==> config.mk <==
export PLATFORM = sky130hd
export DESIGN_NAME = sba_initiator_flat
export DESIGN_NICKNAME = d
export VERILOG_FILES = /design/src/rtl/arilla_sba_pkg.sv /design/src/rtl/arilla_bus_if.sv /design/src/rtl/sba_lane_align.sv /design/src/rtl/sba_initiator.sv /design/src/flat_wrapper.sv
export SDC_FILE = /design/constraint.sdc
export NUM_CORES = 1
export LEC_CHECK = 0
export ABC_AREA = 1
export BUFFER_PORTS_ARGS = -buffer_cell sky130_fd_sc_hd__buf_2
export CAP_MARGIN = 20
export CELL_PAD_IN_SITES_DETAIL_PLACEMENT = 1
export CELL_PAD_IN_SITES_GLOBAL_PLACEMENT = 1
export CORE_MARGIN = 1
export CORE_UTILIZATION = 35
export DETAILED_ROUTE_END_ITERATION = 8
export PLACE_DENSITY_LB_ADDON = 0.3
export SYNTH_ARGS = -nofsm -noshare
export SYNTH_HDL_FRONTEND = slang
export SYNTH_SLANG_ARGS = --single-unit
==> constraint.sdc <==
create_clock -name clk -period 1.75 [get_ports clk]
set_clock_uncertainty 0.1 [all_clocks]
set_input_delay 0.175 -clock clk [delete_from_list [all_inputs] [get_ports clk]]
set_output_delay 0.175 -clock clk [all_outputs]
set_load 0.01 [all_outputs]
==> src/rtl/arilla_sba_pkg.sv <==
// Shared types and helpers for the System Bus Access initiator.
// Holds the size, error and state encodings plus the command legality check.
package arilla_sba_pkg;

    localparam logic [1:0] ERR_CODE_OK         = 2'd0;
    localparam logic [1:0] ERR_CODE_TIMEOUT    = 2'd1;
    localparam logic [1:0] ERR_CODE_MISALIGNED = 2'd2;
    localparam logic [1:0] ERR_CODE_BAD_SIZE   = 2'd3;

    typedef enum logic [1:0] {
        SIZE_BYTE = 2'd0,
        SIZE_HALF = 2'd1,
        SIZE_WORD = 2'd2,
        SIZE_RSVD = 2'd3
    } sba_size_t;

    typedef enum logic [1:0] {
        ERR_OK         = ERR_CODE_OK,
        ERR_TIMEOUT    = ERR_CODE_TIMEOUT,
        ERR_MISALIGNED = ERR_CODE_MISALIGNED,
        ERR_BAD_SIZE   = ERR_CODE_BAD_SIZE
    } sba_error_t;

    typedef enum logic [1:0] {
        ST_IDLE   = 2'd0,
        ST_GRAB   = 2'd1,
        ST_ACCESS = 2'd2,
        ST_RESP   = 2'd3
    } sba_state_t;

    typedef struct packed {
        logic        write;
        sba_size_t   size;
        logic [31:0] address;
        logic [31:0] wdata;
    } sba_cmd_t;

    // Commands rejected here never touch the bus.
    function automatic sba_error_t check_cmd(input sba_size_t size, input logic [1:0] offset);
        sba_error_t err;
        err = ERR_OK;
        case (size)
            SIZE_RSVD: err = ERR_BAD_SIZE;
            SIZE_HALF: if (offset[0])         err = ERR_MISALIGNED;
            SIZE_WORD: if (offset != 2'b00)   err = ERR_MISALIGNED;
            default:   err = ERR_OK;
        endcase
        return err;
    endfunction

endpackage

==> src/rtl/arilla_bus_if.sv <==
// Arilla bus connection between an initiator (master) and the fabric/memory (slave).
interface arilla_bus_if;
    logic [31:0] address;
    logic [31:0] data_write;
    logic [31:0] data_read;
    logic [3:0]  byte_enable;
    logic        read;
    logic        write;
    logic        intercept;
    logic        available;

    modport master (
        output address, data_write, byte_enable, read, write, intercept,
        input  data_read, available
    );

    modport slave (
        input  address, data_write, byte_enable, read, write, intercept,
        output data_read, available
    );
endinterface

==> src/rtl/sba_lane_align.sv <==
// Combinational lane steering: byte enables, write-data replication and
// right-aligned, zero-extended read-data extraction from size and byte offset.
module sba_lane_align
    import arilla_sba_pkg::*;
(
    input  sba_size_t   size,
    input  logic [1:0]  offset,
    input  logic [31:0] wdata,
    input  logic [31:0] bus_rdata,
    output logic [3:0]  byte_enable,
    output logic [31:0] bus_wdata,
    output logic [31:0] rdata
);

    logic [31:0] shifted;

    assign shifted = bus_rdata >> {offset, 3'b000};

    always_comb begin
        byte_enable = 4'b0000;
        bus_wdata   = 32'h0;
        rdata       = 32'h0;
        case (size)
            SIZE_BYTE: begin
                byte_enable = 4'b0001 << offset;
                bus_wdata   = {4{wdata[7:0]}};
                rdata       = {24'h0, shifted[7:0]};
            end
            SIZE_HALF: begin
                byte_enable = 4'b0011 << offset;
                bus_wdata   = {2{wdata[15:0]}};
                rdata       = {16'h0, shifted[15:0]};
            end
            SIZE_WORD: begin
                byte_enable = 4'b1111;
                bus_wdata   = wdata;
                rdata       = bus_rdata;
            end
            default: begin
                byte_enable = 4'b0000;
                bus_wdata   = 32'h0;
                rdata       = 32'h0;
            end
        endcase
    end

endmodule

==> src/rtl/sba_initiator.sv <==
// System Bus Access initiator: grabs the arilla bus from the core, runs one
// access and returns an aligned result. `SBA_TIMEOUT_EN adds an access timeout.
module sba_initiator
    import arilla_sba_pkg::*;
#(
    parameter int GuardCycles   = 1,
    parameter int TimeoutCycles = 256
) (
    input  logic         clk,
    input  logic         rst_n,
    input  logic         cmd_valid,
    output logic         cmd_ready,
    input  logic         cmd_write,
    input  logic [1:0]   cmd_size,
    input  logic [31:0]  cmd_address,
    input  logic [31:0]  cmd_wdata,
    output logic         rsp_valid,
    output logic [31:0]  rsp_rdata,
    output logic [1:0]   rsp_error,
    output logic         busy,
    arilla_bus_if.master bus_interface
);

`ifdef SBA_TIMEOUT_EN
    localparam bit TimeoutEn = 1'b1;
`else
    localparam bit TimeoutEn = 1'b0;
`endif

    // One counter serves the guard phase and, when enabled, the access timeout.
    localparam int CntMax = (TimeoutEn && (TimeoutCycles > GuardCycles)) ? TimeoutCycles : GuardCycles;
    localparam int CntW   = (CntMax < 2) ? 1 : $clog2(CntMax + 1);
    localparam logic [CntW-1:0] GuardLast = CntW'(GuardCycles - 1);
`ifdef SBA_TIMEOUT_EN
    localparam logic [CntW-1:0] TimeoutLast = CntW'(TimeoutCycles - 1);
`endif

    sba_state_t      state;
    sba_state_t      state_next;
    sba_cmd_t        cmd_q;
    logic [CntW-1:0] cnt;
    sba_error_t      cmd_err;
    logic            drive_bus;

    logic [3:0]      lane_be;
    logic [31:0]     lane_wdata;
    logic [31:0]     lane_rdata;

    assign cmd_err = check_cmd(sba_size_t'(cmd_size), cmd_address[1:0]);

    sba_lane_align u_lane_align (
        .size        (cmd_q.size),
        .offset      (cmd_q.address[1:0]),
        .wdata       (cmd_q.wdata),
        .bus_rdata   (bus_interface.data_read),
        .byte_enable (lane_be),
        .bus_wdata   (lane_wdata),
        .rdata       (lane_rdata)
    );

    always_ff @(posedge clk or negedge rst_n) begin
        if (!rst_n) begin
            state <= ST_IDLE;
        end else begin
            state <= state_next;
        end
    end

    always_comb begin
        state_next = state;
        case (state)
            ST_IDLE: begin
                if (cmd_valid) begin
                    state_next = (cmd_err == ERR_OK) ? ST_GRAB : ST_RESP;
                end
            end
            ST_GRAB: begin
                if (cnt == GuardLast) begin
                    state_next = ST_ACCESS;
                end
            end
            ST_ACCESS: begin
                if (bus_interface.available) begin
                    state_next = ST_RESP;
                end
`ifdef SBA_TIMEOUT_EN
                else if (cnt == TimeoutLast) begin
                    state_next = ST_RESP;
                end
`endif
            end
            ST_RESP: state_next = ST_IDLE;
            default: state_next = ST_IDLE;
        endcase
    end

    // Command latch, phase counter and response registers.
    always_ff @(posedge clk or negedge rst_n) begin
        if (!rst_n) begin
            cmd_q     <= '0;
            cnt       <= '0;
            rsp_rdata <= 32'h0;
            rsp_error <= ERR_CODE_OK;
        end else begin
            case (state)
                ST_IDLE: begin
                    if (cmd_valid) begin
                        cmd_q <= '{write: cmd_write, size: sba_size_t'(cmd_size),
                                   address: cmd_address, wdata: cmd_wdata};
                        cnt   <= '0;
                        if (cmd_err != ERR_OK) begin
                            rsp_error <= cmd_err;
                        end
                    end
                end
                ST_GRAB: begin
                    cnt <= (cnt == GuardLast) ? '0 : cnt + 1'b1;
                end
                ST_ACCESS: begin
                    if (bus_interface.available) begin
                        rsp_error <= ERR_CODE_OK;
                        if (!cmd_q.write) begin
                            rsp_rdata <= lane_rdata;
                        end
                    end
`ifdef SBA_TIMEOUT_EN
                    else if (cnt == TimeoutLast) begin
                        rsp_error <= ERR_CODE_TIMEOUT;
                    end else begin
                        cnt <= cnt + 1'b1;
                    end
`endif
                end
                default: ;
            endcase
        end
    end

    // Bus controls decode straight from state so reset drops them immediately.
    always_comb begin
        cmd_ready                 = (state == ST_IDLE);
        busy                      = (state != ST_IDLE);
        rsp_valid                 = (state == ST_RESP);
        drive_bus                 = (state == ST_GRAB) || (state == ST_ACCESS);
        bus_interface.intercept   = drive_bus;
        bus_interface.read        = (state == ST_ACCESS) && !cmd_q.write;
        bus_interface.write       = (state == ST_ACCESS) &&  cmd_q.write;
        bus_interface.address     = drive_bus ? {cmd_q.address[31:2], 2'b00} : 32'h0;
        bus_interface.data_write  = drive_bus ? lane_wdata : 32'h0;
        bus_interface.byte_enable = drive_bus ? lane_be : 4'b0000;
    end

endmodule

==> src/flat_wrapper.sv <==
// flat-port wrapper written by rule: the top's interface ports become plain ports
module sba_initiator_flat import arilla_sba_pkg::*;
#(
    parameter int GuardCycles   = 1,
    parameter int TimeoutCycles = 256
)
  (clk, rst_n, cmd_valid, cmd_ready, cmd_write, cmd_size, cmd_address, cmd_wdata, rsp_valid, rsp_rdata, rsp_error, busy, bus_interface_address, bus_interface_data_write, bus_interface_byte_enable, bus_interface_read, bus_interface_write, bus_interface_intercept, bus_interface_data_read, bus_interface_available);
  arilla_bus_if bus_interface_i ();
  input  logic clk;
  input  logic rst_n;
  input  logic cmd_valid;
  output logic cmd_ready;
  input  logic cmd_write;
  input  logic [1:0] cmd_size;
  input  logic [31:0] cmd_address;
  input  logic [31:0] cmd_wdata;
  output logic rsp_valid;
  output logic [31:0] rsp_rdata;
  output logic [1:0] rsp_error;
  output logic busy;
  output wire logic [$bits(bus_interface_i.address)-1:0] bus_interface_address;
  output wire logic [$bits(bus_interface_i.data_write)-1:0] bus_interface_data_write;
  output wire logic [$bits(bus_interface_i.byte_enable)-1:0] bus_interface_byte_enable;
  output wire logic [$bits(bus_interface_i.read)-1:0] bus_interface_read;
  output wire logic [$bits(bus_interface_i.write)-1:0] bus_interface_write;
  output wire logic [$bits(bus_interface_i.intercept)-1:0] bus_interface_intercept;
  input wire logic [$bits(bus_interface_i.data_read)-1:0] bus_interface_data_read;
  input wire logic [$bits(bus_interface_i.available)-1:0] bus_interface_available;
  assign bus_interface_address = bus_interface_i.address;
  assign bus_interface_data_write = bus_interface_i.data_write;
  assign bus_interface_byte_enable = bus_interface_i.byte_enable;
  assign bus_interface_read = bus_interface_i.read;
  assign bus_interface_write = bus_interface_i.write;
  assign bus_interface_intercept = bus_interface_i.intercept;
  assign bus_interface_i.data_read = bus_interface_data_read;
  assign bus_interface_i.available = bus_interface_available;
  sba_initiator #(.GuardCycles(GuardCycles), .TimeoutCycles(TimeoutCycles)) u_core (.clk(clk), .rst_n(rst_n), .cmd_valid(cmd_valid), .cmd_ready(cmd_ready), .cmd_write(cmd_write), .cmd_size(cmd_size), .cmd_address(cmd_address), .cmd_wdata(cmd_wdata), .rsp_valid(rsp_valid), .rsp_rdata(rsp_rdata), .rsp_error(rsp_error), .busy(busy), .bus_interface(bus_interface_i));
endmodule
==> impl_metrics.json, run 1 <==
{
  "clock_sinks": 103,
  "die-area_sq_um": 16600,
  "remaining_drc_errors": 0,
  "syn_area_per_cell_sq_um": 8.07,
  "drt-initial-drc-count": 284,
  "maxSlewViolCount": 0,
  "clock_path_buffers": 2,
  "violations": "setup timing",
  "whs_path_depth": 3,
  "ys_async_sr_fraction_pct": 100,
  "routed.top_layer": "met4",
  "dr_wl_met2_um": 13300,
  "slowest_stage": "dfrtp_1",
  "viasPerCell": 4.94,
  "clk_latency_ns": 0.37,
  "die_w_um": 129,
  "io_pins": 211,
  "holdPathEnd": "u_core.rsp_rdata[27]$_DFFE_PN0P_",
  "cp_top_family": "buffers and inverters",
  "relSlewSlack_pct": 66.4,
  "grt_pass1_vias": 6195,
  "core-area_sq_um": 15800,
  "layout-drive-gt1-share_pct": 44.9,
  "wirelength_um": 25200,
  "critical_path_class": "reg -> out",
  "clock.fmax_mhz": 487,
  "grtUsageTotal_pct": 25.7,
  "hold_violations": 0,
  "cp-end-kind": "output pin",
  "worst_r2r_endpoint": "u_core.rsp_rdata[5]$_DFFE_PN0P_",
  "ys_seq_area_share_pct": 45.7,
  "rsz0062_at_grt": "true",
  "register_area_sq_um": 2580,
  "synth_ff_type": "dfrtp_1",
  "hp-start": "bus_interface_data_read[27]",
  "ys_seq_elements": 103,
  "start_util_pct": 35.6,
  "grt_max_degree": 36,
  "rows": 46,
  "cp.arrival_ns": 1.78,
  "syn_area_sq_um": 5640,
  "fin_crit_sh_pct": 117,
  "hold_class": "in -> reg",
  "synth_top_family_by_area": "simple AND/OR/NAND/NOR gates",
  "synth_most_common_cell": "nand2_1",
  "syn_inst": 699,
  "synth.area.mux_share_pct": 11.2,
  "rr_startpoint": "u_core.state[0]$_DFFE_PN0P_",
  "synthAdderAreaFrac_pct": 0.888,
  "yosysTopAreaCell": "dfrtp_1",
  "reg2reg_depth": 9,
  "num-fill-cells": 1883,
  "fin_nets": 1104,
  "cp_cell_sequence": "inv_2, ha_4, inv_8, buf_12, a21oi_2, buf_2",
  "ant_nets": 0,
  "gp_congestion": 0.817,
  "crit_path_max_incr_delay_ns": 0.41,
  "stdcell_count": 1222,
  "die_y_um": 129,
  "cp_max_fo": 8,
  "start_kind": "register",
  "synth.area.top_cells": "dfrtp_1 46%, nand2_1 15%, mux2_2 11%",
  "clkSlewWorstSetupHoldPaths_ns": 0.09,
  "ys.warnings.count": 0,
  "post-route-min-period_ns": 2.05,
  "cts_buffers": 9,
  "routedWlPerCell_um": 20.6,
  "powerDensity_nw_per_um2": 2160,
  "route.met3.wl_um": 1460,
  "io_buffers": 208,
  "tritoncts": "yes",
  "dp_hpwl_um": 13900,
  "root_buffer": "clkbuf_16",
  "antenna_found_initial": 4,
  "critPathBufInv": 4,
  "dp_cells": 1118,
  "area_delta_synth_final_pct": 57.5,
  "setup-violations-final": 67,
  "multi_input_area_sq_um": 2760,
  "grt_pass1_wl_um": 32500,
  "holdWs_ns": 0.0193,
  "synth_common_cells": "224 x nand2_1, 110 x inv_1, 103 x dfrtp_1, 56 x mux2_2, 48 x a21oi_1",
  "drt-met1-wl_um": 9620,
  "status": "finished, violations left",
  "cp.required_ns": 1.47,
  "r2r_setup_slack_ns": 0.04,
  "vias": 6039,
  "ir_drop_mv": 1.16,
  "setup_ws_ns": -0.304,
  "synth-xor-area-share_pct": 0,
  "tightest_slew_ns": 0.504,
  "p_leak_nw": 4.82,
  "firstDrtPassIters": 4,
  "maxCapViolCount": 0,
  "yosys.area_share.simple_pct": 22.3,
  "synth_top_area_share_pct": 45.7,
  "synth_cell_type_count": 29,
  "synth-edff-count": 0,
  "htree_levels": 3,
  "synth_compound_area_share_pct": 8.45,
  "overflow": 0
}
[worst register-to-register path, delay by kind of cell (launching register included)]
kind | cells | cell delay [ns]
buffers and inverters | 4 | 0.49
DFF | 1 | 0.41
adders and majority gates | 1 | 0.14
and+or+nand+nor | 2 | 0.23
AOI/OAI and AO/OA | 2 | 0.22
[registers in the layout (all words and copies together), names as in the netlist]
signal and count:
u_core.cmd_q 67, u_core.rsp_rdata 32, u_core.rsp_error 2, u_core.state 2
[logic make-up (layout without fill, tap and decap cells)]
| group | Yosys count | count (layout) |
|---|---|---|
| buffers and inverters | 151 | 453 |
| flip-flops | 103 | 103 |
| AO/OA/AOI/OAI | 77 | 77 |
| AND/OR/NAND/NOR | 307 | 307 |
| other | 1 | 6 |
| adder cells (fa/ha/maj) | 4 | 4 |
| multiplexers | 56 | 56 |
[metal layers]
layer / GRT usage [%] / vias to the layer above
li1: - / 2746
met1: 29.4 / 2964
met2: 46.9 / 265
met3: 4.70 / 64
met4: 11.1 / 0
met5: 0 / -
[per-stage QoR]
step / TNS [ns] / cell area (sq um) / util, % / setup slack, ns / total power [mW]
6_report: -16.24 / 8880 / 56.1 / -0.304 / 19.2
3_5_place_dp: 0 / 7050 / 44.6 / 0.0274 / 12.6
4_1_cts: -8.17 / 8230 / 52.0 / -0.173 / 15.8
3_3_place_gp: 0 / 7050 / 44.6 / 0.136 / 12.4
5_1_grt: -19.58 / 8880 / 56.1 / -0.357 / 20.1
2_1_floorplan: 0 / 5640 / - / 0.0399 / 9.21
[cells in the final DEF (no fill, tap or decap), types with 15 or more instances in the layout]
| master | count |
|---|---|
| nand2_1 | 195 |
| nor2_1 | 30 |
| a21oi_1 | 31 |
| buf_2 | 170 |
| buf_6 | 43 |
| nand2_2 | 16 |
| buf_4 | 30 |
| inv_2 | 30 |
| nand2_4 | 15 |
| dfrtp_1 | 101 |
| mux2_2 | 56 |
| dlygate4sd3_1 | 64 |
| inv_1 | 82 |
| nand3_1 | 27 |
[how the worst max path moves through the flow]
stage                                             from                              end  slack, ns  depth (start not counted)
final                      u_core.state[1]$_DFFE_PN0P_     bus_interface_data_write[15]      -0.30                          6
after global routing      u_core.cmd_q[64]$_DFFE_PN0P_     bus_interface_data_write[15]      -0.36                          6
after CTS                 u_core.cmd_q[64]$_DFFE_PN0P_     bus_interface_data_write[29]      -0.17                          7
after detailed placement   u_core.state[1]$_DFFE_PN0P_     bus_interface_data_write[16]       0.03                          6
after global placement     u_core.state[0]$_DFFE_PN0P_  u_core.rsp_rdata[9]$_DFFE_PN0P_       0.14                          9
after floorplan            u_core.state[1]$_DFFE_PN0P_     bus_interface_data_write[14]       0.04                          5
[what timing repair did]
item / CTS / global route
setup buffers: 9 / 9
pin swaps: 3 / 16
gates cloned: 1 / 3
setup endpoints to repair: 68 / 87
hold buffers: 64 / 0
resized for setup: 39 / 141
hold endpoints to repair: 91 / 0
[where the power goes]
group	total [mW]	internal [mW]	switching, mW
Clock	2.09	1.03	1.05
Sequential	4.50	3.51	0.999
Combinational	12.6	5.76	6.84
[cell type report]
type / instances / area share [%]
sequential: 103 / 29.0
clock buffer: 10 / 2.69
timing repair buffer: 322 / 28.4
clock inverter: 6 / 0.577
tap: 216 / 3.04
multi-input combinational: 446 / 31.1
inverter: 115 / 5.04
antenna: 4 / 0.113
(Power assumes the default switching activity.)
==> run 2: changes to the inputs <==
--- a/config.mk
+++ b/config.mk
@@ -10,6 +10,7 @@
 export CAP_MARGIN = 20
 export CELL_PAD_IN_SITES_DETAIL_PLACEMENT = 1
 export CELL_PAD_IN_SITES_GLOBAL_PLACEMENT = 1
+export CORE_ASPECT_RATIO = 2
 export CORE_MARGIN = 1
 export CORE_UTILIZATION = 35
 export DETAILED_ROUTE_END_ITERATION = 8
==> run 2 against run 1 <==
  * The run still ends with setup timing left
  * Cell count down 1.7%
  * Routed wire length down 2.5%
  * Hold slack got worse by 0.0088 ns
  * Largest cell class unchanged
  * Cell area is 0.56% lower
  * Global-route usage increased by 0.93 points
  * First-iteration DRC count fell by 36%
  * Fmax is 4.4% higher
  * Highest routed layer unchanged
  * Combinational power fell by 3%
==> impl_metrics.json, run 2 (same netlist as run 1, synthesis figures left out) <==
{
  "status": "finished, violations left",
  "violations": "setup timing",
  "slowest_stage": "dfrtp_2",
  "utilization_pct": 56.0,
  "vias": 6017,
  "swShare_pct": 46.2,
  "power.switching_mw": 8.67,
  "holdPathEnd": "u_core.rsp_rdata[29]$_DFFE_PN0P_",
  "ir_drop_mv": 1.23,
  "drt-initial-drc-count": 182,
  "firstDrtPassIters": 4,
  "cp_cell_sequence": "inv_4, nand2_4, clkinvlp_4, nand2_1, nand3_1, nand2_1, inv_1, buf_2",
  "root_buffer": "clkbuf_16",
  "hold_violations": 0,
  "crit_path_max_incr_delay_ns": 0.45,
  "relSlewSlack_pct": 58.3,
  "p_clk_share_pct": 11.3,
  "worst_r2r_endpoint": "u_core.rsp_rdata[7]$_DFFE_PN0P_",
  "cp-end-kind": "output pin",
  "wirelength_um": 24600,
  "overflow": 0,
  "pwr-share-comb_pct": 64.8,
  "regMostFlops": "u_core.cmd_q",
  "layout-drive-gt1-share_pct": 44.7,
  "setup_ws_ns": -0.218,
  "clock_sinks": 103,
  "reg2reg_depth": 9,
  "viasPerCell": 5.01,
  "rows": 65,
  "die_y_um": 182,
  "htree_levels": 3,
  "clkSlewWorstSetupHoldPaths_ns": 0.08,
  "setup-violations-final": 69,
  "gp_congestion": 0.799,
  "drt-met1-wl_um": 8290,
  "die-area_sq_um": 16700,
  "die_w_um": 91.8,
  "grt_max_degree": 104,
  "diodes": 0,
  "maxCapViolCount": 0,
  "tritoncts": "yes",
  "tightest_slew_ns": 0.625,
  "core-area_sq_um": 15800,
  "routed.top_layer": "met4",
  "fin_crit_sh_pct": 112,
  "rsz0062_at_grt": "true",
  "dp_hpwl_um": 14000,
  "clock.fmax_mhz": 508,
  "rr_startpoint": "u_core.state[0]$_DFFE_PN0P_",
  "power_frac_seq_pct": 23.8,
  "final_cell_mix": "189 x nand2_1, 180 x buf_2, 100 x dfrtp_1",
  "io_buffers": 208,
  "ant_nets": 0,
  "start_util_pct": 35.7,
  "routedWlPerCell_um": 20.5,
  "clk_latency_ns": 0.35,
  "grt_pass1_vias": 6521,
  "hold_class": "in -> reg",
  "cp_common_cell": "nand2_1",
  "maxSlewViolCount": 0,
  "grtUsageTotal_pct": 26.6,
  "io_pins": 211,
  "grt_pass1_wl_um": 33900,
  "final.setup.tns_ns": -9.79,
  "final_common_cell": "nand2_1",
  "r2r_setup_slack_ns": 0.01,
  "powerDensity_nw_per_um2": 2130,
  "post-route-min-period_ns": 1.97,
  "route.met3.wl_um": 1160,
  "area_delta_synth_final_pct": 56.6,
  "whs_path_depth": 3,
  "reg_top3": "u_core.cmd_q: 67 flops, u_core.rsp_rdata: 32 flops",
  "critical_path_class": "reg -> out",
  "start_kind": "register",
  "cp_max_fo": 8,
  "hp-start": "bus_interface_data_read[29]",
  "cp.required_ns": 1.47,
  "largest_register_ffs": 67,
  "cts_buffers": 9,
  "clock_path_buffers": 2,
  "pre_cts_slack_ns": 0.0330,
  "cp.arrival_ns": 1.69,
  "remaining_drc_errors": 0,
  "intPower_mw": 10.1,
  "antenna_found_initial": 0,
  "p_leak_nw": 4.82,
  "fin_nets": 1103,
  "dr_wl_met2_um": 14100
}
## run 2: cell count changes in the layout (fill, tap and decap cells not counted), moves of 5 or more
cell and change:
nand2_2 +10, buf_2 +10, inv_1 +14, nand2_4 -5
buf_6 -15, nand2_1 -6, inv_2 -16
## run 2: power groups by stage
stage          logic (mW)  registers (mW)  clock network [mW]
3_5_place_dp         8.64            4.24                   0
3_3_place_gp         8.49            4.19                   0
6_report             12.2            4.47                2.13
4_1_cts              10.0            4.27                2.18
2_1_floorplan        5.03            4.18                   0
5_1_grt              13.0            4.57                2.26
## run 2: cell type report
cell class	count	area, sq um
clock inverter	6	78.8
inverter	115	449
timing repair buffer	321	2450
sequential	103	2580
clock buffer	9	225
multi-input combinational	446	2800
tap	201	251
fill	1895	6940
## run 2: how the worst max path moves through the flow
stage / slack, ns / end / start
CTS: -0.18 / bus_interface_byte_enable[1] / u_core.state[0]$_DFFE_PN0P_
global placement: 0.11 / u_core.rsp_rdata[10]$_DFFE_PN0P_ / u_core.state[0]$_DFFE_PN0P_
global route: -0.32 / bus_interface_data_write[28] / u_core.cmd_q[65]$_DFFE_PN0P_
detailed placement: 0.03 / bus_interface_byte_enable[1] / u_core.state[1]$_DFFE_PN0P_
finish: -0.22 / bus_interface_data_write[27] / u_core.cmd_q[65]$_DFFE_PN0P_
floorplan: 0.04 / bus_interface_data_write[14] / u_core.state[1]$_DFFE_PN0P_
## run 2: layer usage
layer | track usage [%] | vias to the layer above
met4 | 13.8 | 0
met2 | 52.9 | 223
li1 | - | 2740
met1 | 25.1 | 2994
met3 | 4.69 | 60
met5 | 0 | -
## run 2: per-stage QoR
stage	area (sq um)	cells	hold WS (ns)	total power [mW]
floorplan	5640	700	-0.221	9.21
global placement	7060	1105	0.199	12.7
detailed placement	7060	1105	0.187	12.9
CTS	8370	1192	0.00221	16.5
global route	8830	1201	0.0226	19.8
finish	8830	1201	0.0105	18.8
## run 2: timing repair
action,in CTS,in global routing
pin swaps,14,21
hold buffers,63,0
gates cloned,1,4
setup endpoints to repair,68,76
endpoints found under the hold margin,165,0
gates resized for setup,72,87
setup buffers,9,6
## run 2: critical path: cells and delay by family, from the launching register on
family	cells	cell delay [ns]
flip-flops	1	0.45
buffers and inverters	4	0.44
AND/OR/NAND/NOR	4	0.43
